$ cat src/rtl/pipe_arb_pkg.sv
// Shared types and defaults for the pipe enqueue arbiter.
package pipe_arb_pkg;

  localparam int unsigned PIPE_WIDTH = 144;
  localparam int unsigned DEF_NREQ   = 3;
  localparam int unsigned DEF_CNT_W  = 32;

  typedef logic [PIPE_WIDTH-1:0] pipe_word_t;

  // Fold an index that may exceed n by less than n back into 0..n-1.
  function automatic int unsigned rr_wrap(input int unsigned v, input int unsigned n);
    return (v >= n) ? (v - n) : v;
  endfunction

endpackage

$ cat src/rtl/pipe_enq_arbiter_rr_arbiter.sv
// Combinational round-robin grant: first asserted req at or after ptr.
module rr_arbiter
  import pipe_arb_pkg::*;
#(
  parameter int unsigned NREQ  = DEF_NREQ,
  parameter int unsigned IDX_W = (NREQ > 1) ? $clog2(NREQ) : 1
) (
  input  logic [NREQ-1:0]  req,
  input  logic [IDX_W-1:0] ptr,
  input  logic             en,
  output logic [NREQ-1:0]  grant,
  output logic [IDX_W-1:0] grant_idx,
  output logic             any
);

  logic [IDX_W-1:0] cand;

  // Search ptr, ptr+1, ... mod NREQ and stop at the first requester.
  always_comb begin
    grant     = '0;
    grant_idx = '0;
    any       = 1'b0;
    cand      = '0;
    for (int unsigned k = 0; k < NREQ; k++) begin
      cand = IDX_W'(rr_wrap(32'(ptr) + k, NREQ));
      if (en && !any && req[cand]) begin
        any       = 1'b1;
        grant_idx = cand;
      end
    end
    if (any) begin
      grant[grant_idx] = 1'b1;
    end
  end

endmodule

$ cat src/rtl/pipe_enq_arbiter.sv
// Round-robin arbiter sharing one pipe enqueue sink between NREQ serializers.
// Each requester has a 1-entry buffer; a registered output stage feeds the pipe.
// Optional statistics counters are built when ARB_STATS_EN is defined.
module pipe_enq_arbiter
  import pipe_arb_pkg::*;
#(
  parameter int unsigned NREQ  = DEF_NREQ,
  parameter int unsigned WIDTH = PIPE_WIDTH,
  parameter int unsigned CNT_W = DEF_CNT_W
) (
  input  logic                  CLK,
  input  logic                  nRST,
  input  logic [NREQ-1:0]       req_enq__ENA,
  output logic [NREQ-1:0]       req_enq__RDY,
  input  logic [NREQ*WIDTH-1:0] req_enq_v,
  output logic                  pipe_enq__ENA,
  input  logic                  pipe_enq__RDY,
  output logic [WIDTH-1:0]      pipe_enq_v
`ifdef ARB_STATS_EN
  ,
  output logic [NREQ*CNT_W-1:0] stat_grant_cnt,
  output logic [CNT_W-1:0]      stat_stall_cnt
`endif
);

  localparam int unsigned IDX_W = (NREQ > 1) ? $clog2(NREQ) : 1;

  // Reject unsupported configurations at elaboration.
  if (NREQ < 2 || NREQ > 8 || WIDTH < 1 || CNT_W < 1) begin : g_param_check
    $error("pipe_enq_arbiter: unsupported parameter set");
  end

  logic [NREQ-1:0]  in_full_q, in_full_d;
  logic [WIDTH-1:0] buf_q [NREQ];
  logic [WIDTH-1:0] buf_d [NREQ];
  logic             out_valid_q, out_valid_d;
  logic [WIDTH-1:0] out_word_q, out_word_d;
  logic [IDX_W-1:0] rr_ptr_q, rr_ptr_d;

  logic             load_ok;
  logic [NREQ-1:0]  grant;
  logic [IDX_W-1:0] grant_idx;
  logic             grant_any;

  assign req_enq__RDY  = ~in_full_q;
  assign pipe_enq__ENA = out_valid_q & pipe_enq__RDY;
  assign pipe_enq_v    = out_word_q;
  assign load_ok       = !out_valid_q || pipe_enq__RDY;

  rr_arbiter #(
    .NREQ  (NREQ),
    .IDX_W (IDX_W)
  ) u_rr (
    .req       (in_full_q),
    .ptr       (rr_ptr_q),
    .en        (load_ok),
    .grant     (grant),
    .grant_idx (grant_idx),
    .any       (grant_any)
  );

  // Buffer fill, grant transfer into the output stage and pointer advance.
  always_comb begin
    in_full_d   = in_full_q;
    buf_d       = buf_q;
    out_valid_d = out_valid_q;
    out_word_d  = out_word_q;
    rr_ptr_d    = rr_ptr_q;
    // Only empty buffers accept; ENA on a full one is dropped.
    for (int unsigned i = 0; i < NREQ; i++) begin
      if (req_enq__ENA[i] && !in_full_q[i]) begin
        in_full_d[i] = 1'b1;
        buf_d[i]     = req_enq_v[i*WIDTH +: WIDTH];
      end
    end
    // A granted buffer is always full, so it never collides with a fill above.
    if (grant_any) begin
      out_word_d  = buf_q[grant_idx];
      out_valid_d = 1'b1;
      in_full_d   = in_full_d & ~grant;
      rr_ptr_d    = IDX_W'(rr_wrap(32'(grant_idx) + 32'd1, NREQ));
    end else if (load_ok) begin
      out_valid_d = 1'b0;
    end
  end

  // Datapath and control registers.
  always_ff @(posedge CLK or negedge nRST) begin
    if (!nRST) begin
      in_full_q   <= '0;
      out_valid_q <= 1'b0;
      out_word_q  <= '0;
      rr_ptr_q    <= '0;
      for (int unsigned i = 0; i < NREQ; i++) begin
        buf_q[i] <= '0;
      end
    end else begin
      in_full_q   <= in_full_d;
      out_valid_q <= out_valid_d;
      out_word_q  <= out_word_d;
      rr_ptr_q    <= rr_ptr_d;
      buf_q       <= buf_d;
    end
  end

`ifdef ARB_STATS_EN
  logic [CNT_W-1:0] grant_cnt_q [NREQ];
  logic [CNT_W-1:0] grant_cnt_d [NREQ];
  logic [CNT_W-1:0] stall_cnt_q, stall_cnt_d;

  // Per-requester grant count and backpressure stall count, both wrapping.
  always_comb begin
    grant_cnt_d = grant_cnt_q;
    stall_cnt_d = stall_cnt_q;
    for (int unsigned i = 0; i < NREQ; i++) begin
      if (grant[i]) begin
        grant_cnt_d[i] = grant_cnt_q[i] + CNT_W'(1);
      end
    end
    if (out_valid_q && !pipe_enq__RDY) begin
      stall_cnt_d = stall_cnt_q + CNT_W'(1);
    end
  end

  // Statistics registers.
  always_ff @(posedge CLK or negedge nRST) begin
    if (!nRST) begin
      stall_cnt_q <= '0;
      for (int unsigned i = 0; i < NREQ; i++) begin
        grant_cnt_q[i] <= '0;
      end
    end else begin
      stall_cnt_q <= stall_cnt_d;
      grant_cnt_q <= grant_cnt_d;
    end
  end

  for (genvar gi = 0; gi < NREQ; gi++) begin : g_stat
    assign stat_grant_cnt[gi*CNT_W +: CNT_W] = grant_cnt_q[gi];
  end
  assign stat_stall_cnt = stall_cnt_q;
`endif

  // Requesters must only enqueue while their RDY is high.
  a_enq_protocol: assert property (@(posedge CLK) disable iff (!nRST)
    (req_enq__ENA & in_full_q) == '0)
    else $error("pipe_enq_arbiter: ENA while not RDY");

endmodule

$ cat config.mk
export PLATFORM = sky130hd
export DESIGN_NAME = pipe_enq_arbiter
export DESIGN_NICKNAME = d
export VERILOG_FILES = /design/src/rtl/pipe_arb_pkg.sv /design/src/rtl/pipe_enq_arbiter_rr_arbiter.sv /design/src/rtl/pipe_enq_arbiter.sv
export SDC_FILE = /design/constraint.sdc
export NUM_CORES = 1
export LEC_CHECK = 0
export ABC_AREA = 1
export BUFFER_PORTS_ARGS = -buffer_cell sky130_fd_sc_hd__buf_4
export CORE_ASPECT_RATIO = 1.2
export CORE_UTILIZATION = 30
export CTS_CLUSTER_DIAMETER = 40
export DETAILED_ROUTE_END_ITERATION = 6
export GPL_TIMING_DRIVEN = 0
export PLACE_DENSITY = 0.48
export REMOVE_ABC_BUFFERS = 1
export SYNTH_ARGS = -nofsm -noshare
export SYNTH_HDL_FRONTEND = slang
export SYNTH_HIERARCHICAL = 1
export SYNTH_SLANG_ARGS = --single-unit
$ cat constraint.sdc
create_clock -name CLK -period 2.39 [get_ports CLK]
set_clock_uncertainty 0.15 [all_clocks]
set_input_delay 0.3585 -clock CLK [delete_from_list [all_inputs] [get_ports CLK]]
set_output_delay 0.3585 -clock CLK [all_outputs]
set_load 0.01 [all_outputs]
==> impl_metrics.env, run 1 <==
export IMPL_grt_total_usage=0.262
export IMPL_arrival_ps=3050
export IMPL_reg2reg_depth=15
export IMPL_peakVddDrop_v=0.00102
export IMPL_cts_sinks=582
export IMPL_p_leak_nw=22.2
export IMPL_ant_nets=0
export IMPL_core_um2=86700
export IMPL_synth_edf_count=0
export IMPL_placed_cells=4857
export IMPL_ys_ff_latch=582
export IMPL_layout_drive_gt1_share=0.255
export IMPL_post_dp_cell_area_um2=31800
export IMPL_post_drt_wl_per_cell_um=22.0
export IMPL_fin_crit_ps=2600
export IMPL_crit_path_end_kind="flip-flop"
export IMPL_hold_class="in2reg"
export IMPL_place_hpwl_um=54700
export IMPL_yosysWarnings=6
export IMPL_io_pin_count=586
export IMPL_yosys_most_used_dff="dfrtp_1"
export IMPL_cts_root_buf="clkbuf_16"
export IMPL_dr_pass1_iters=5
export IMPL_layout_setup_ws_ps=-212
export IMPL_synth_cell_type_count=20
export IMPL_period_share=1.09
export IMPL_timing_worst_slew_pin_value_ps=808
export IMPL_instances_no_fill=5660
export IMPL_drc=0
export IMPL_violations="negative setup slack"
export IMPL_port_buffers=585
export IMPL_worstHoldPathCells=4
export IMPL_rows=118
export IMPL_status="finished, violations left"
export IMPL_clk_latency_ps=670
export IMPL_final_util=0.505
export IMPL_power_density_nw_per_um2=1680
export IMPL_final_nets=4856
export IMPL_drv_cap=0
export IMPL_dr_total_vias=27044
export IMPL_synth_seq_area_share=0.552
export IMPL_crit_required_ps=2830
export IMPL_syn_inst=3330
export IMPL_via_per_inst=4.78
export IMPL_grt_max_degree=126
export IMPL_area_delta_synth_final_pct=66.0
export IMPL_setup_viol=250
export IMPL_cts_buffers=110
export IMPL_grt_first_pass_wirelength_um=175000
export IMPL_final_max_slew_viol_count=0
export IMPL_synth_async_reset_ratio=1.00
export IMPL_avgSynthCellArea_um2=7.92
export IMPL_slew_headroom=0.461
export IMPL_crit_start="rr_ptr_q[1]$_DFFE_PN0P_"
export IMPL_r2r_start="rr_ptr_q[1]$_DFFE_PN0P_"
export IMPL_htreeDepth=3
export IMPL_fmax_ghz=0.384
export IMPL_critPathMaxFanout=12
export IMPL_start_util=0.304
export IMPL_grt_pass1_vias=27143
export IMPL_finalHoldViolations=0
export IMPL_rsz0062_at_grt="yes"
export IMPL_syn_area_um2=26400
export IMPL_dieHeight_um=327
export IMPL_gp_congestion=0.785
export IMPL_critPathLaunchType="flip-flop"
export IMPL_die_width_um=273
export IMPL_dieArea_um2=89100
export IMPL_fin_area_um2=43800
export IMPL_grt_overflow_total=0
export IMPL_finalWirelength_um=125000
export IMPL_worst_setup_path_type="reg2reg"
export IMPL_min_delay_start="pipe_enq__RDY"
export IMPL_clk_path_buf_depth=3
export IMPL_grt_antenna_before_repair=18
export IMPL_clk_pin_slew_ps=50
export IMPL_drtIter0Drc=1811
export IMPL_tritoncts="yes"
[cell usage after synthesis, types with 2 or more instances]
cell	instances	share of area
a21oi_1	435	0.083
ha_1	5	0.0024
clkbuf_1	52	0.0074
inv_2	4	0.00057
buf_1	17	0.0024
nor2_2	2	0.00047
nor2_1	437	0.062
nand2_1	747	0.11
inv_1	446	0.063
nand3_1	442	0.084
dfrtp_1	582	0.55
buf_6	5	0.0021
buf_2	106	0.020
nand4_1	3	0.00071
nand2_2	3	0.00071
buf_4	40	0.011
[critical path: stages, from the launching register on]
cell	delay, ps
dfrtp_2	410
inv_2	70
ha_4	160
inv_2	70
nand2_2	60
nand2_2	90
nand4_1	210
nand4_1	220
buf_4	170
nand2_8	70
buf_16	150
clkinv_16	100
buf_16	200
buf_12	140
nand3_1	90
a21oi_2	160
[per-layer routing]
metal / global-route usage / part of all wire / wire length [um] / up-vias
li1: - / - / - / 12628
met1: 0.320 / 0.41 / 50900 / 13332
met2: 0.463 / 0.51 / 63200 / 845
met3: 0.0429 / 0.049 / 6110 / 229
met4: 0.0942 / 0.035 / 4300 / 10
met5: 0 / 0.00055 / 69 / -
[flip-flops by register name, indices dropped and copies added, names as in the netlist]
register and count:
buf_q 432, rr_ptr_q 2, pipe_enq_v 144, in_full_q 3, out_valid_q 1
[final cells by class]
type,instances,area (um2)
repair inverters,15,290
fillers,8263,42900
clock inverters,70,911
multi-input cells,2087,10100
repair buffers,1165,11700
diodes,15,37.5
inverters,452,1780
well taps,1140,1430
flip-flops and latches,582,14600
clock buffers,134,2990
[report_power, final]
part | total, mW | internal [mW] | switching [mW]
logic | 40.2 | 16.1 | 24.1
registers | 16.9 | 14.9 | 1.98
clock network | 16.3 | 10.5 | 5.84
[metrics by stage]
stage | setup WS [ps] | hold slack, ps | setup TNS [ps] | total power, mW
3_5_place_dp | -1750 | 288 | -261340 | 42.1
4_1_cts | -196 | 24.5 | -33470 | 69.1
2_1_floorplan | -5270 | -87.1 | -1584200 | 28.7
6_report | -212 | 111 | -37940 | 73.4
5_1_grt | -365 | 106 | -63720 | 77.7
3_3_place_gp | -13280 | 304 | -8260890 | 31.2
[what timing repair did]
action,4_1_cts,5_1_grt
setup endpoints to repair,294,253
cloned,58,28
hold buffers,451,0
pin swaps,10,73
hold endpoints to repair,513,0
setup buffers,47,2
gates resized for setup,95,230
[logic make-up after synthesis]
kind of cell	synth area share
buffers and inverters	0.108
DFF	0.552
AOI/OAI and AO/OA	0.0829
and+or+nand+nor	0.255
adders and majority gates	0.00237
[placed cells by master (no fill, tap or decap), drive strengths merged, types with 15 or more instances in the layout]
cell,netlist,final
a21oi,435,435
dfrtp,582,582
diode,0,15
inv,451,471
dlygate4sd3,0,450
bufinv,0,15
clkinv,1,33
clkinvlp,0,18
nand2,750,759
nor2,439,439
clkbuf,52,149
nand3,442,444
buf,168,697
[worst paths after layout]
check	to	slack (ps)
max	pipe_enq_v[56]$_DFFE_PN0P_	-210
max in group asynchronous	buf_q[350]$_DFFE_PN0P_	260
max reg2reg	pipe_enq_v[56]$_DFFE_PN0P_	-210
min	out_valid_q$_DFFE_PN0P_	110
min in group asynchronous	buf_q[423]$_DFFE_PN0P_	140
min reg2reg	buf_q[60]$_DFFE_PN0P_	320
Power figures use the tool's default switching activity.
==> run 2, diff against run 1 <==
--- a/config.mk
+++ b/config.mk
@@ -12,7 +12,7 @@
 export CTS_CLUSTER_DIAMETER = 40
 export DETAILED_ROUTE_END_ITERATION = 6
 export GPL_TIMING_DRIVEN = 0
-export PLACE_DENSITY = 0.48
+export PLACE_DENSITY = 0.62
 export REMOVE_ABC_BUFFERS = 1
 export SYNTH_ARGS = -nofsm -noshare
 export SYNTH_HDL_FRONTEND = slang
==> impl_metrics.env, run 2 (synthesis gave the netlist of run 1 again) <==
export IMPL_final_nets=4860
export IMPL_drv_cap=0
export IMPL_p_seq_frac=0.223
export IMPL_via_per_inst=5.02
export IMPL_p_leak_nw=22.7
export IMPL_layout_drive_gt1_share=0.285
export IMPL_fin_crit_ps=2700
export IMPL_die_width_um=273
export IMPL_dr_total_vias=28352
export IMPL_arrival_ps=3070
export IMPL_largest_reg_flops=432
export IMPL_hold_class="in2reg"
export IMPL_cts_root_buf="clkbuf_16"
export IMPL_slew_headroom=0.490
export IMPL_setup_viol=149
export IMPL_clkPwrFrac=0.194
export IMPL_critPathLaunchType="flip-flop"
export IMPL_gp_congestion=0.796
export IMPL_grt_max_degree=119
export IMPL_final_max_slew_viol_count=0
export IMPL_grt_antenna_before_repair=16
export IMPL_drtIter0Drc=2201
export IMPL_port_buffers=585
export IMPL_drc=0
export IMPL_final_util=0.513
export IMPL_setup_tns_final_ps=-34430
export IMPL_place_hpwl_um=52100
export IMPL_switching_share=0.444
export IMPL_grt_overflow_total=0
export IMPL_htreeDepth=3
export IMPL_layout_setup_ws_ps=-310
export IMPL_clk_path_buf_depth=3
export IMPL_rows=118
export IMPL_combPwrFrac=0.582
export IMPL_crit_buf_inv=7
export IMPL_ant_nets=0
export IMPL_finalHoldViolations=1
export IMPL_violations="negative hold slack, negative setup slack"
export IMPL_tritoncts="yes"
export IMPL_final_common_cell="nand2_1"
export IMPL_core_um2=86700
export IMPL_net_switching_power_mw=33.7
export IMPL_power_density_nw_per_um2=1710
export IMPL_dieHeight_um=327
export IMPL_io_pin_count=586
export IMPL_start_util=0.304
export IMPL_holdWs_ps=-13.1
export IMPL_fmax_ghz=0.370
export IMPL_timing_worst_slew_pin_value_ps=765
export IMPL_p_int_mw=42.1
export IMPL_dr_pass1_iters=5
export IMPL_crit_chain="inv_2, ha_4, buf_4, nor2_2, nor2_2, nor2_4, nand3_2, o21ai_4, inv_4, nand2_8, buf_12, buf_12, buf_16, buf_12, nand2_4, nand3_2, a21oi_2"
export IMPL_cts_sinks=582
export IMPL_grt_first_pass_wirelength_um=172000
export IMPL_clk_pin_slew_ps=50
export IMPL_crit_path_end_kind="flip-flop"
export IMPL_rsz0062_at_grt="yes"
export IMPL_critPathTopFamily="buffers and inverters"
export IMPL_cts_buffers=94
export IMPL_crit_required_ps=2760
export IMPL_finalWirelength_um=126000
export IMPL_clk_latency_ps=650
export IMPL_period_share=1.13
export IMPL_area_delta_synth_final_pct=68.4
export IMPL_worst_path_largest_cell_delay_ps=430
export IMPL_status="finished, violations left"
export IMPL_dieArea_um2=89100
export IMPL_largest_register="buf_q"
export IMPL_worst_setup_path_type="reg2reg"
export IMPL_grt_total_usage=0.257
export IMPL_critPathSlowestCell="dfrtp_1"
export IMPL_post_drt_wl_per_cell_um=22.3
export IMPL_grt_pass1_vias=27887
export IMPL_final_cell_mix="nand2_1 (641), buf_4 (615), dfrtp_1 (581), dlygate4sd3_1 (452)"
export IMPL_critPathMostFrequentCell="buf_12"
export IMPL_peakVddDrop_v=0.000904
export IMPL_critPathMaxFanout=8
==> run 2: changes by cell type in the layout (fill, tap and decap cells not counted), sizes merged <==
cell and change:
inv +4, buf +20, nand2 -3, clkbuf -18, dlygate4sd3 +2, clkinv -10, bufbuf +2, nand3 -1
clkinvlp -6, diode -2, bufinv -2
==> run 2: layout make-up <==
cell class              count  area, um2
repair buffers           1193      12200
well taps                1140       1430
flip-flops and latches    582      14600
clock inverters            60        826
fillers                  7521      42200
multi-input cells        2083      10900
inverters                 452       1760
repair inverters           11        206
diodes                     13       32.5
clock buffers             112       2570
==> run 2: layer usage <==
metal	GRT usage	wire, um	vias up
met5	0	64	-
met4	0.129	7090	10
met3	0.0466	9210	451
met2	0.422	59000	1465
met1	0.322	50300	13804
li1	-	-	12622
==> run 2: worst min-delay path, stage by stage <==
cell and delay, ps:
buf_4 80, inv_1 40, nand2_2 190, nand2_1 80
==> run 2: worst paths after layout <==
| check | start | cells after the start | end | slack (ps) |
|---|---|---|---|---|
| worst max-delay path | rr_ptr_q[0]$_DFFE_PN0P_ | 17 | pipe_enq_v[52]$_DFFE_PN0P_ | -310 |
| max in group asynchronous | nRST | 4 | in_full_q[2]$_DFF_PN0_ | 320 |
| min in group asynchronous | nRST | 2 | pipe_enq_v[35]$_DFFE_PN0P_ | 150 |
| worst min-delay path | pipe_enq__RDY | 4 | out_valid_q$_DFFE_PN0P_ | -10 |
| worst min register to register | buf_q[108]$_DFFE_PN0P_ | 2 | buf_q[108]$_DFFE_PN0P_ | 320 |
| worst max register to register | rr_ptr_q[0]$_DFFE_PN0P_ | 17 | pipe_enq_v[52]$_DFFE_PN0P_ | -310 |
==> run 2: power groups by stage <==
stage / Sequential (mW) / Clock [mW] / Combinational, mW
final: 16.9 / 14.7 / 44.1
after global routing: 17.4 / 15.3 / 46.9
after floorplan: 16.9 / 0 / 11.8
after detailed placement: 16.9 / 0 / 24.9
after global placement: 16.4 / 0 / 14.9
after CTS: 16.8 / 14.9 / 36.8
==> run 2: repair_timing <==
item                                   4_1_cts  5_1_grt
cloned                                      56       26
resized for setup                          167      366
pin swaps                                   45      163
hold buffers                               452        0
buffers inserted                            61       12
endpoints found under the hold margin      534        0
setup endpoints to repair                  266      354
==> run 2: metrics by stage <==
stage / instance area, um2 / total power, mW / hold slack [ps] / worst slack (ps) / instances
floorplan: 25200 / 28.7 / -87.1 / -5270 / 3110
global placement: 31000 / 31.3 / 303 / -12480 / 4835
detailed placement: 31800 / 41.8 / 309 / -1790 / 4858
CTS: 42300 / 68.5 / 6.57 / -208 / 5599
global route: 44400 / 79.6 / 20.1 / -369 / 5643
finish: 44400 / 75.8 / -13.1 / -310 / 5646
